==> config.mk <==
export PLATFORM = sky130hd
export DESIGN_NAME = multicycle_controller
export DESIGN_NICKNAME = d
export VERILOG_FILES = /design/src/rtl/cpu_pkg.sv /design/src/rtl/alu_decoder.sv /design/src/rtl/multicycle_controller.sv
export SDC_FILE = /design/constraint.sdc
export NUM_CORES = 1
export LEC_CHECK = 0
export CELL_PAD_IN_SITES_DETAIL_PLACEMENT = 0
export CELL_PAD_IN_SITES_GLOBAL_PLACEMENT = 2
export CORE_ASPECT_RATIO = 1.25
export CORE_MARGIN = 5
export CORE_UTILIZATION = 20
export DETAILED_ROUTE_END_ITERATION = 10
export GPL_TIMING_DRIVEN = 1
export PLACE_DENSITY_LB_ADDON = 0.1
export SLEW_MARGIN = 20
export SYNTH_ARGS = -nofsm -noshare
export SYNTH_HDL_FRONTEND = slang
export SYNTH_HIERARCHICAL = 1
export SYNTH_SLANG_ARGS = --single-unit
==> constraint.sdc <==
create_clock -name clk -period 2.42 [get_ports clk]
set_clock_uncertainty 0.1 [all_clocks]
set_input_delay 0.242 -clock clk [delete_from_list [all_inputs] [get_ports clk]]
set_output_delay 0.242 -clock clk [all_outputs]
set_load 0.05 [all_outputs]
==> src/rtl/cpu_pkg.sv <==
// Shared types and encodings for the multicycle RV32I controller and its ALU decoder.
// Select/control encodings match the datapath mux wiring in the multicycle CPU top.
package cpu_pkg;

    typedef enum logic [3:0] {
        FETCH,
        DECODE,
        MEMADR,
        MEMREAD,
        MEMWB,
        MEMWRITE,
        EXECUTER,
        EXECUTEI,
        ALUWB,
        JAL,
        BEQ,
        TRAP
    } state_t;

    localparam logic [6:0] OP_LW    = 7'd3;
    localparam logic [6:0] OP_SW    = 7'd35;
    localparam logic [6:0] OP_RTYPE = 7'd51;
    localparam logic [6:0] OP_IALU  = 7'd19;
    localparam logic [6:0] OP_BEQ   = 7'd99;
    localparam logic [6:0] OP_JAL   = 7'd111;

    localparam logic [2:0] ALU_ADD = 3'b000;
    localparam logic [2:0] ALU_SUB = 3'b001;
    localparam logic [2:0] ALU_AND = 3'b010;
    localparam logic [2:0] ALU_OR  = 3'b011;
    localparam logic [2:0] ALU_SLT = 3'b101;

    localparam logic [1:0] ALUOP_ADD   = 2'b00;
    localparam logic [1:0] ALUOP_SUB   = 2'b01;
    localparam logic [1:0] ALUOP_FUNCT = 2'b10;

    localparam logic [1:0] IMM_I = 2'b00;
    localparam logic [1:0] IMM_S = 2'b01;
    localparam logic [1:0] IMM_B = 2'b10;
    localparam logic [1:0] IMM_J = 2'b11;

    localparam logic [1:0] RES_ALUOUT    = 2'b00;
    localparam logic [1:0] RES_DATA      = 2'b01;
    localparam logic [1:0] RES_ALURESULT = 2'b10;

    localparam logic [1:0] SRCA_PC    = 2'b00;
    localparam logic [1:0] SRCA_OLDPC = 2'b01;
    localparam logic [1:0] SRCA_RS1   = 2'b10;

    localparam logic [1:0] SRCB_RS2  = 2'b00;
    localparam logic [1:0] SRCB_IMM  = 2'b01;
    localparam logic [1:0] SRCB_FOUR = 2'b10;

endpackage

==> src/rtl/alu_decoder.sv <==
// ALU control decoder: maps ALUOp and instruction function fields to an ALU operation.
// illegal flags an unsupported funct3 independent of ALUOp so DECODE can test it early.
module alu_decoder
    import cpu_pkg::*;
(
    input  logic [1:0] ALUOp,
    input  logic [2:0] funct3,
    input  logic       op5,
    input  logic       funct7_bit5,
    output logic [2:0] ALUControl,
    output logic       illegal
);

    logic [2:0] funct_ctl;

    always_comb begin
        funct_ctl = ALU_ADD;
        illegal   = 1'b0;
        case (funct3)
            3'b000:  funct_ctl = (op5 && funct7_bit5) ? ALU_SUB : ALU_ADD;
            3'b010:  funct_ctl = ALU_SLT;
            3'b110:  funct_ctl = ALU_OR;
            3'b111:  funct_ctl = ALU_AND;
            default: illegal   = 1'b1;
        endcase
    end

    always_comb begin
        case (ALUOp)
            ALUOP_SUB:   ALUControl = ALU_SUB;
            ALUOP_FUNCT: ALUControl = funct_ctl;
            default:     ALUControl = ALU_ADD;
        endcase
    end

endmodule

==> src/rtl/multicycle_controller.sv <==
// Multicycle RV32I controller: state register plus combinational next-state and
// control outputs for fetch/decode/execute/memory/writeback over a shared memory port.
module multicycle_controller
    import cpu_pkg::*;
(
    input  logic       clk,
    input  logic       rst,
    input  logic [6:0] op,
    input  logic [2:0] funct3,
    input  logic       funct7_bit5,
    input  logic       Zero,
    input  logic       mem_ready,
    output logic       MemReq,
    output logic       MemWrite,
    output logic       AdrSrc,
    output logic       IRWrite,
    output logic       PCWrite,
    output logic       RegWrite,
    output logic [1:0] ResultSrc,
    output logic [1:0] ALUSrcA,
    output logic [1:0] ALUSrcB,
    output logic [2:0] ALUControl,
    output logic [1:0] ImmSrc,
    output logic       InstrDone,
    output logic       Trap
);

    state_t     state;
    state_t     next_state;
    logic [1:0] alu_op;
    logic       funct_illegal;

    alu_decoder u_alu_decoder (
        .ALUOp       (alu_op),
        .funct3      (funct3),
        .op5         (op[5]),
        .funct7_bit5 (funct7_bit5),
        .ALUControl  (ALUControl),
        .illegal     (funct_illegal)
    );

    always_ff @(posedge clk or posedge rst) begin
        if (rst) state <= FETCH;
        else     state <= next_state;
    end

    // Kept apart from the main decode block so the decoder is not in a feedback path.
    always_comb begin
        alu_op = ALUOP_ADD;
        if (!rst) begin
            case (state)
                EXECUTER, EXECUTEI: alu_op = ALUOP_FUNCT;
                BEQ:                alu_op = ALUOP_SUB;
                default:            alu_op = ALUOP_ADD;
            endcase
        end
    end

    always_comb begin
        next_state = state;
        MemReq     = 1'b0;
        MemWrite   = 1'b0;
        AdrSrc     = 1'b0;
        IRWrite    = 1'b0;
        PCWrite    = 1'b0;
        RegWrite   = 1'b0;
        ResultSrc  = RES_ALUOUT;
        ALUSrcA    = SRCA_PC;
        ALUSrcB    = SRCB_RS2;
        ImmSrc     = IMM_I;
        InstrDone  = 1'b0;
        Trap       = 1'b0;

        case (state)
            FETCH: begin
                MemReq    = 1'b1;
                ALUSrcA   = SRCA_PC;
                ALUSrcB   = SRCB_FOUR;
                ResultSrc = RES_ALURESULT;
                if (mem_ready) begin
                    IRWrite    = 1'b1;
                    PCWrite    = 1'b1;
                    next_state = DECODE;
                end
            end
            DECODE: begin
                ALUSrcA = SRCA_OLDPC;
                ALUSrcB = SRCB_IMM;
                ImmSrc  = (op == OP_JAL) ? IMM_J : IMM_B;
                case (op)
                    OP_LW, OP_SW: next_state = MEMADR;
                    OP_RTYPE:     next_state = funct_illegal ? TRAP : EXECUTER;
                    OP_IALU:      next_state = funct_illegal ? TRAP : EXECUTEI;
                    OP_JAL:       next_state = JAL;
                    OP_BEQ:       next_state = (funct3 == 3'b000) ? BEQ : TRAP;
                    default:      next_state = TRAP;
                endcase
            end
            MEMADR: begin
                ALUSrcA    = SRCA_RS1;
                ALUSrcB    = SRCB_IMM;
                ImmSrc     = (op == OP_SW) ? IMM_S : IMM_I;
                next_state = (op == OP_SW) ? MEMWRITE : MEMREAD;
            end
            MEMREAD: begin
                MemReq = 1'b1;
                AdrSrc = 1'b1;
                if (mem_ready) next_state = MEMWB;
            end
            MEMWB: begin
                ResultSrc  = RES_DATA;
                RegWrite   = 1'b1;
                InstrDone  = 1'b1;
                next_state = FETCH;
            end
            MEMWRITE: begin
                MemReq   = 1'b1;
                MemWrite = 1'b1;
                AdrSrc   = 1'b1;
                if (mem_ready) begin
                    InstrDone  = 1'b1;
                    next_state = FETCH;
                end
            end
            EXECUTER: begin
                ALUSrcA    = SRCA_RS1;
                ALUSrcB    = SRCB_RS2;
                next_state = ALUWB;
            end
            EXECUTEI: begin
                ALUSrcA    = SRCA_RS1;
                ALUSrcB    = SRCB_IMM;
                ImmSrc     = IMM_I;
                next_state = ALUWB;
            end
            ALUWB: begin
                ResultSrc  = RES_ALUOUT;
                RegWrite   = 1'b1;
                InstrDone  = 1'b1;
                next_state = FETCH;
            end
            // PC takes the target already in ALUOut while the ALU forms the link value.
            JAL: begin
                ALUSrcA    = SRCA_OLDPC;
                ALUSrcB    = SRCB_FOUR;
                ImmSrc     = IMM_J;
                ResultSrc  = RES_ALUOUT;
                PCWrite    = 1'b1;
                next_state = ALUWB;
            end
            BEQ: begin
                ALUSrcA    = SRCA_RS1;
                ALUSrcB    = SRCB_RS2;
                ResultSrc  = RES_ALUOUT;
                PCWrite    = Zero;
                InstrDone  = 1'b1;
                next_state = FETCH;
            end
            TRAP: begin
                Trap       = 1'b1;
                next_state = TRAP;
            end
            default: next_state = TRAP;
        endcase

        // State is already FETCH under reset; blank the FETCH request until release.
        if (rst) begin
            MemReq    = 1'b0;
            MemWrite  = 1'b0;
            AdrSrc    = 1'b0;
            IRWrite   = 1'b0;
            PCWrite   = 1'b0;
            RegWrite  = 1'b0;
            ResultSrc = '0;
            ALUSrcA   = '0;
            ALUSrcB   = '0;
            ImmSrc    = '0;
            InstrDone = 1'b0;
            Trap      = 1'b0;
        end
    end

endmodule

==> results of run 1 <==
[final timing paths]
| check | end | slack (ps) | cells past startpoint | startpoint |
|---|---|---|---|---|
| max | ALUSrcB[0] | 140 | 5 | state[0]$_DFFE_PP0P_ |
| min | state[0]$_DFFE_PP0P_ | 430 | 3 | rst |
| max reg2reg | state[0]$_DFFE_PP0P_ | 420 | 5 | state[0]$_DFFE_PP0P_ |
| min reg2reg | state[3]$_DFFE_PP0P_ | 680 | 2 | state[1]$_DFFE_PP0P_ |
| max in group asynchronous | state[1]$_DFFE_PP0P_ | 1620 | 3 | rst |
| min in group clk | state[3]$_DFFE_PP0P_ | 680 | 2 | state[1]$_DFFE_PP0P_ |
[cell families after synthesis]
logic type | count (synthesis) | share of synthesized area, %
simple gates | 55 | 45.5
fa+ha+maj | 2 | 3.50
xor+xnor | 3 | 3.67
flops | 4 | 14.0
buf+inv | 14 | 8.74
compound gates | 26 | 24.7
[per-stage QoR]
stage | cell area (um^2) | setup slack (ps) | hold WS [ps] | instances
after global routing | 1420 | -20.9 | 471 | 180
final | 1420 | 143 | 430 | 180
after global placement | 1370 | 151 | 640 | 177
after floorplan | 777 | -13.7 | 171 | 104
after CTS | 1410 | 86.6 | 419 | 180
after detailed placement | 1370 | 138 | 643 | 177
[final cells by class]
cell class / instances / area share, %
clock buffers: 3 / 2.91
inverters: 5 / 1.32
repair buffers: 43 / 41.1
flip-flops and latches: 4 / 7.05
multi-input cells: 86 / 44.2
well taps: 39 / 3.44
[cell usage in the layout (no fill, tap or decap), types with 2 or more instances in the layout]
cell                               n
sky130_fd_sc_hd__inv_1             5
sky130_fd_sc_hd__ha_1              2
sky130_fd_sc_hd__a21o_1            2
sky130_fd_sc_hd__and3_1            3
sky130_fd_sc_hd__a31oi_1           2
sky130_fd_sc_hd__nor3b_2           2
sky130_fd_sc_hd__buf_12           18
sky130_fd_sc_hd__nor2b_1           2
sky130_fd_sc_hd__nor4_2            2
sky130_fd_sc_hd__clkdlybuf4s50_1  14
sky130_fd_sc_hd__o21ai_0           5
sky130_fd_sc_hd__clkbuf_8          3
sky130_fd_sc_hd__a21oi_1           8
sky130_fd_sc_hd__nand3_1           2
sky130_fd_sc_hd__nand2b_1          5
sky130_fd_sc_hd__buf_4            11
sky130_fd_sc_hd__dfrtp_1           4
sky130_fd_sc_hd__xnor2_1           2
sky130_fd_sc_hd__nor2_1           10
sky130_fd_sc_hd__nor3_1            8
sky130_fd_sc_hd__nand2_1           7
[power groups by stage]
stage	clock network (mW)	registers (mW)	logic, mW
floorplan	0	0.117	0.821
global placement	0	0.153	1.30
detailed placement	0	0.151	1.29
CTS	0.142	0.151	1.30
global route	0.144	0.158	1.40
finish	0.140	0.155	1.30
[critical path, stage by stage, from the launching register on]
cell,delay [ps]
sky130_fd_sc_hd__dfrtp_1,480
sky130_fd_sc_hd__buf_4,260
sky130_fd_sc_hd__xor2_1,220
sky130_fd_sc_hd__nor2_1,110
sky130_fd_sc_hd__a2111oi_2,450
sky130_fd_sc_hd__buf_12,190
[layer usage]
layer	share of wire [%]	vias up
met5	0	-
met4	0.84	0
met3	6.4	3
met2	51	31
met1	42	432
li1	-	458
[timing repair]
item                                    in CTS  in global routing
hold buffers                                 0                  0
resized for setup                            0                  2
buffers inserted                             0                  0
endpoints found under the setup margin       0                  3
==> results.txt, run 1 <==
----------------------------------------------------
[Status]
  Result of the run ... finished, final reports clean

[Synth]
  Cells taking the most area after synthesis ... sky130_fd_sc_hd__dfrtp_1 (14%), sky130_fd_sc_hd__nor3_1 (6.3%), sky130_fd_sc_hd__a21oi_1 (5.6%)
  Number of instances in the synthesized netlist ... ~100
  Most frequent cell after synthesis ... sky130_fd_sc_hd__nor2_1
  Fraction of post-synthesis cell area in the top cell type by area ... approximately 14%
  Distinct cell type count after synthesis ... 40
  Top cells by count, synth ... sky130_fd_sc_hd__nor2_1 (10), sky130_fd_sc_hd__nor3_1 (9), sky130_fd_sc_hd__a21oi_1 (8), sky130_fd_sc_hd__nand2_1 (7)
  Primary flip-flop cell chosen by synthesis mapping ... sky130_fd_sc_hd__dfrtp_1
  Share of flip-flops with an asynchronous set or reset ... 100%
  Sequential cell area fraction in the yosys report ... approximately 14%
  YS warnings ... 6
  Number of flops mapped to enable cells by yosys ... 0
  Library cell with the largest summed area after synthesis ... sky130_fd_sc_hd__dfrtp_1
  Syn_nets ... between 100 and 150
  Post-synthesis cell area ... a little over 700 um^2
  Count of state elements after synthesis ... 4
  Avg Synthesized Cell Area ... ~6.9 um^2

[Global route]
  Wire length of the first global-routing pass ... 4.53 mm
  GRT busiest layer ... met2
  Met3 routing resource usage after global routing ... between 2 and 2.5%
  Global routing usage summed across all routing layers ... 11.3%
  GR Layer Usage met1 ... a little over an eighth
  Overall overflow remaining after global route ... 0
  Number of antenna violations at the first check in global routing ... 0
  Vias in the first global route ... 945
  Met2 demand-to-capacity share in global routing ... between 10% and 20%
  Pin count of the biggest net entering global routing ... 15

[Setup path]
  Sort of element at the end of the critical path ... output port
  WP data arrival ... 1940 ps
  Required time at the endpoint of the critical path ... 2080 ps
  Critical-path maximum fanout ... 14
  Crit path kind ... reg -> out
  Crit path launch type ... register

[Floorplanning]
  Io pins ... 34
  Area of the core region ... roughly 3500 um^2
  Starting density of the core ... around a fifth
  Width of the die ... between 60 and 70 um
  Die Y ... 76.9 um
  FP Rows ... 24
  Total Die Area ... a little under 5000 um^2

[Clocking]
  CTS tree ... yes
  Clock transition time at the flip-flop clock pins of the worst setup and hold paths ... 30 ps
  Master cell of the clock root buffer ... sky130_fd_sc_hd__clkbuf_8
  Total CTS buffers ... 3
  Clock latency at the later pin of the worst-skew pair ... approximately 220 ps
  Deepest clock path buffer count ... 2
  Count of clock tree sinks ... 4
  H-Tree Level Count ... 1

[Detailed routing]
  DR iter-0 viols ... 25
  Avg Vias per Cell ... around 5.1
  Detailed Route WL ... between 2 and 3 mm
  DRT Pass-1 Iters ... 4
  Count of vias placed by the detailed router ... approximately 900
  WL/cell ... roughly 15 um
  Number of antenna-violating nets in the routed design ... 0
  Count of unresolved DRC violations after routing ... 0

[Finish]
  Fin nets ... 160
  Final core occ ... 40.7%
  Register with the highest flop count ... state
  Filler cell count ... 350
  Seq. cell area ... roughly 100 um^2
  Layout Area Growth over Synthesis ... 98.3%
  Flip-flop count of the largest register, all copies and words added ... 4
  Largest registers in the final layout ... state (4)
  Layout cells sized above 1 ... between 30% and 40%
  Number of antenna repair diodes ... 0
  Multi-input logic area ... approximately 630 um^2

[Power and ir drop]
  Clock network power share ... 8.8%
  Gate power share ... about 82%
  Switching share of power ... 50.4%
  Max rail drop VDD ... 0.616 mV
  Leak Pwr ... between 0.5 and 0.6 nW
  Sequential Power Share ... under 10%
  Power Internal ... 790 uW
  Net switching power ... slightly above 800 uW
  Overall power ... approximately 1.6 mW
  PD cells ... 1120 nW/um^2

[Timing]
  Shortest clock period the worst path allows after layout ... roughly 2300 ps
  Worst slew pin tran ... 421 ps
  Achievable clock frequency ... roughly 440 MHz
  Number of hold-slack violations in the final timing report ... 0
  Number of failing setup endpoints in the final timing report ... 0
  Slew margin rel. ... a little under three quarters
  Slew Viols, Final ... 0
  Period Utilization, post-route ... a little over nine tenths
  Final-layout setup total negative slack ... 0 ps
  Setup repair after global routing missed its margin ... true

[Placed design]
  Placer Congestion ... 0.779
  Count of buffers inserted at the top-level ports ... 33
  Placed wire-length estimate ... about 2.2 mm

[Min path]
  Hold/Removal Path Class ... in -> async

[Flow run]
  Max_cap viols ... 0

----------------------------------------------------
Power figures use the tool's default switching activity.
==> run 2: changes to the inputs <==
--- a/config.mk
+++ b/config.mk
@@ -9,7 +9,7 @@
 export CELL_PAD_IN_SITES_GLOBAL_PLACEMENT = 2
 export CORE_ASPECT_RATIO = 1.25
 export CORE_MARGIN = 5
-export CORE_UTILIZATION = 20
+export CORE_UTILIZATION = 22
 export DETAILED_ROUTE_END_ITERATION = 10
 export GPL_TIMING_DRIVEN = 1
 export PLACE_DENSITY_LB_ADDON = 0.1
==> constraint.sdc (replaced) <==
create_clock -name clk -period 2.7 [get_ports clk]
set_clock_uncertainty 0.1 [all_clocks]
set_input_delay 0.27 -clock clk [delete_from_list [all_inputs] [get_ports clk]]
set_output_delay 0.27 -clock clk [all_outputs]
set_load 0.05 [all_outputs]
==> results.txt, run 2 (synthesis results as in run 1) <==
----------------------------------------------------
[Setup path]
  Crit path kind ... reg -> out (unchanged)
  Crit Reg-Reg Startpoint ... state[1]$_DFFE_PP0P_ (was state[0]$_DFFE_PP0P_)
  Number of cell instances on the worst register-to-register path ... 5 (unchanged)
  Required time at the endpoint of the critical path ... 2330 ps (was 2080 ps)
  Critical-path maximum fanout ... 11 (was 14)
  Crit. Startpoint ... state[3]$_DFFE_PP0P_ (was state[0]$_DFFE_PP0P_)
  Register-to-register setup slack ... 620 ps (was 420 ps)
  Sort of element at the end of the critical path ... output port (unchanged)
  WP data arrival ... 2160 ps (was 1940 ps)
  Capture point of the worst reg-to-reg path ... state[0]$_DFFE_PP0P_ (unchanged)
  Crit path launch type ... register (unchanged)
  Last element of the critical path ... ALUControl[0] (was ALUSrcB[0])

[Detailed routing]
  Detailed Route WL ... 2.73 mm (was 2.74 mm)
  DR iter-0 viols ... 39 (was 25)
  Count of unresolved DRC violations after routing ... 0 (unchanged)
  Number of antenna-violating nets in the routed design ... 0 (unchanged)
  WL/cell ... 15.5 um (was 15.2 um)
  Count of vias placed by the detailed router ... 901 (was 924)
  DRT Pass-1 Iters ... 4 (unchanged)
  Avg Vias per Cell ... 5.12 (was 5.13)

[Clocking]
  Post-cts repair resize count ... 0 (unchanged)
  Hold bufs inserted after CTS ... 0 (unchanged)
  Deepest clock path buffer count ... 2 (unchanged)
  Post-CTS Repair Setup Buffers ... 0 (unchanged)
  Master cell of the clock root buffer ... sky130_fd_sc_hd__clkbuf_8 (unchanged)
  Clock latency at the later pin of the worst-skew pair ... 220 ps (about the same)
  Count of clock tree sinks ... 4 (unchanged)
  H-Tree Level Count ... 1 (unchanged)
  Total CTS buffers ... 3 (unchanged)
  CTS tree ... yes (unchanged)
  Clock transition time at the flip-flop clock pins of the worst setup and hold paths ... 30 ps (about the same)

[Floorplanning]
  Area of the core region ... 3170 um^2 (was 3480 um^2)
  FP Rows ... 23 (was 24)
  Total Die Area ... 4500 um^2 (was 4880 um^2)
  Starting density of the core ... 22.6% (was 20.5%)
  Io pins ... 34 (unchanged)
  Die Y ... 73.8 um (was 76.9 um)
  Width of the die ... 61.0 um (was 63.5 um)

[Timing]
  Slew margin rel. ... 59.6% (was 71.7%)
  Setup repair after global routing missed its margin ... false (was true)
  Period Utilization, post-route ... a little over nine tenths
  Achievable clock frequency ... 395 MHz
  Slew Viols, Final ... 0 (unchanged)
  Shortest clock period the worst path allows after layout ... about 2500 ps
  Worst-case setup margin in the final layout ... 165 ps (was 143 ps)
  Final-layout setup total negative slack ... 0 ps (unchanged)
  Number of failing setup endpoints in the final timing report ... 0 (unchanged)
  Number of hold-slack violations in the final timing report ... 0 (unchanged)
  Final worst hold slack ... 519 ps (was 430 ps)
  Worst slew pin tran ... 605 ps (was 421 ps)

[Global route]
  Vias in the first global route ... 908 (was 945)
  Wire length of the first global-routing pass ... 4.41 mm (was 4.53 mm)
  Number of antenna violations at the first check in global routing ... 0 (unchanged)
  Overall overflow remaining after global route ... 0 (unchanged)
  Pin count of the biggest net entering global routing ... 15 (unchanged)
  Global routing usage summed across all routing layers ... 13.0% (was 11.3%)

[Power and ir drop]
  PD cells ... 1020 nW/um^2 (was 1120 nW/um^2)
  Overall power ... 1.29 mW (was 1.59 mW)
  Leak Pwr ... 0.521 nW (was 0.570 nW)
  Max rail drop VDD ... 0.759 mV (was 0.616 mV)

[Finish]
  Final Cell Area ... 1270 um^2 (was 1420 um^2)
  Number of antenna repair diodes ... 0 (unchanged)
  Flip-flop count of the largest register, all copies and words added ... 4 (unchanged)
  Register with the highest flop count ... state (unchanged)
  Final core occ ... 40.2% (was 40.7%)
  Commonest non-fill, non-tap cell in the layout ... sky130_fd_sc_hd__buf_4 (was sky130_fd_sc_hd__buf_12)
  Layout Area Growth over Synthesis ... 77.6% (was 98.3%)
  Fin nets ... 158 (was 160)
  Most frequent cells in the layout ... sky130_fd_sc_hd__buf_4 (16), sky130_fd_sc_hd__clkdlybuf4s50_1 (14), sky130_fd_sc_hd__buf_12 (11), sky130_fd_sc_hd__nor2_1 (10) (was sky130_fd_sc_hd__buf_12 (18), sky130_fd_sc_hd__clkdlybuf4s50_1 (14), sky130_fd_sc_hd__buf_4 (11), sky130_fd_sc_hd__nor2_1 (10))
  Layout cells sized above 1 ... 28.1% (was 31.2%)
  Largest registers in the final layout ... state (4) (unchanged)
  Non-filler instance count after layout ... 176 (was 180)

[Placed design]
  Placement Setup Slack ... 192 ps (was 138 ps)
  Placed wire-length estimate ... 2.15 mm (was 2.22 mm)
  Count of buffers inserted at the top-level ports ... 33 (unchanged)
  Placer Congestion ... 0.770 (was 0.779)
  Area after detailed placement ... 1230 um^2 (was 1370 um^2)
  Placed Cells ... 173 (was 177)

[Status]
  Result of the run ... finished, final reports clean (unchanged)

[Min path]
  Hold/Removal Path Class ... in -> async (unchanged)

[Flow run]
  Max_cap viols ... 0 (unchanged)

----------------------------------------------------
-- run 2: cell type report --
type,instances,area (um^2)
fillers,356,1890
multi-input cells,86,584
repair buffers,41,480
flip-flops and latches,4,100
well taps,37,46.3
clock buffers,3,41.3
inverters,5,18.8
-- run 2: worst max-delay path, cell delays in order, from the launching register on --
cell                       delay [ps]
sky130_fd_sc_hd__dfrtp_1          570
sky130_fd_sc_hd__nand2_1          140
sky130_fd_sc_hd__nor4_1           330
sky130_fd_sc_hd__buf_4            190
sky130_fd_sc_hd__ha_1             150
sky130_fd_sc_hd__inv_1             50
sky130_fd_sc_hd__a221oi_2         330
sky130_fd_sc_hd__buf_12           180
-- run 2: routing by layer --
layer | track usage, % | share of wire [%] | wire (um)
met2 | 21.8 | 48 | 1310
met1 | 17.5 | 45 | 1230
met5 | 0 | 0 | 0
met3 | 0.176 | 5.6 | 152
met4 | 5.06 | 1.3 | 36
-- run 2: power by group --
part           internal [mW]  total, mW  switching, mW  leakage [nW]
clock                 0.0953      0.130         0.0343        0.0216
combinational          0.425       1.01          0.580         0.450
sequential            0.0886      0.158         0.0691        0.0498
total                  0.609       1.29          0.683         0.521
-- run 2: how the worst min path moves through the flow --
stage	slack (ps)	startpoint	to
after floorplan	180	rst	state[0]$_DFFE_PP0P_
after global placement	630	state[0]$_DFFE_PP0P_	state[2]$_DFFE_PP0P_
after detailed placement	610	state[0]$_DFFE_PP0P_	state[2]$_DFFE_PP0P_
after CTS	530	rst	state[1]$_DFFE_PP0P_
after global routing	570	rst	state[1]$_DFFE_PP0P_
final	520	rst	state[1]$_DFFE_PP0P_
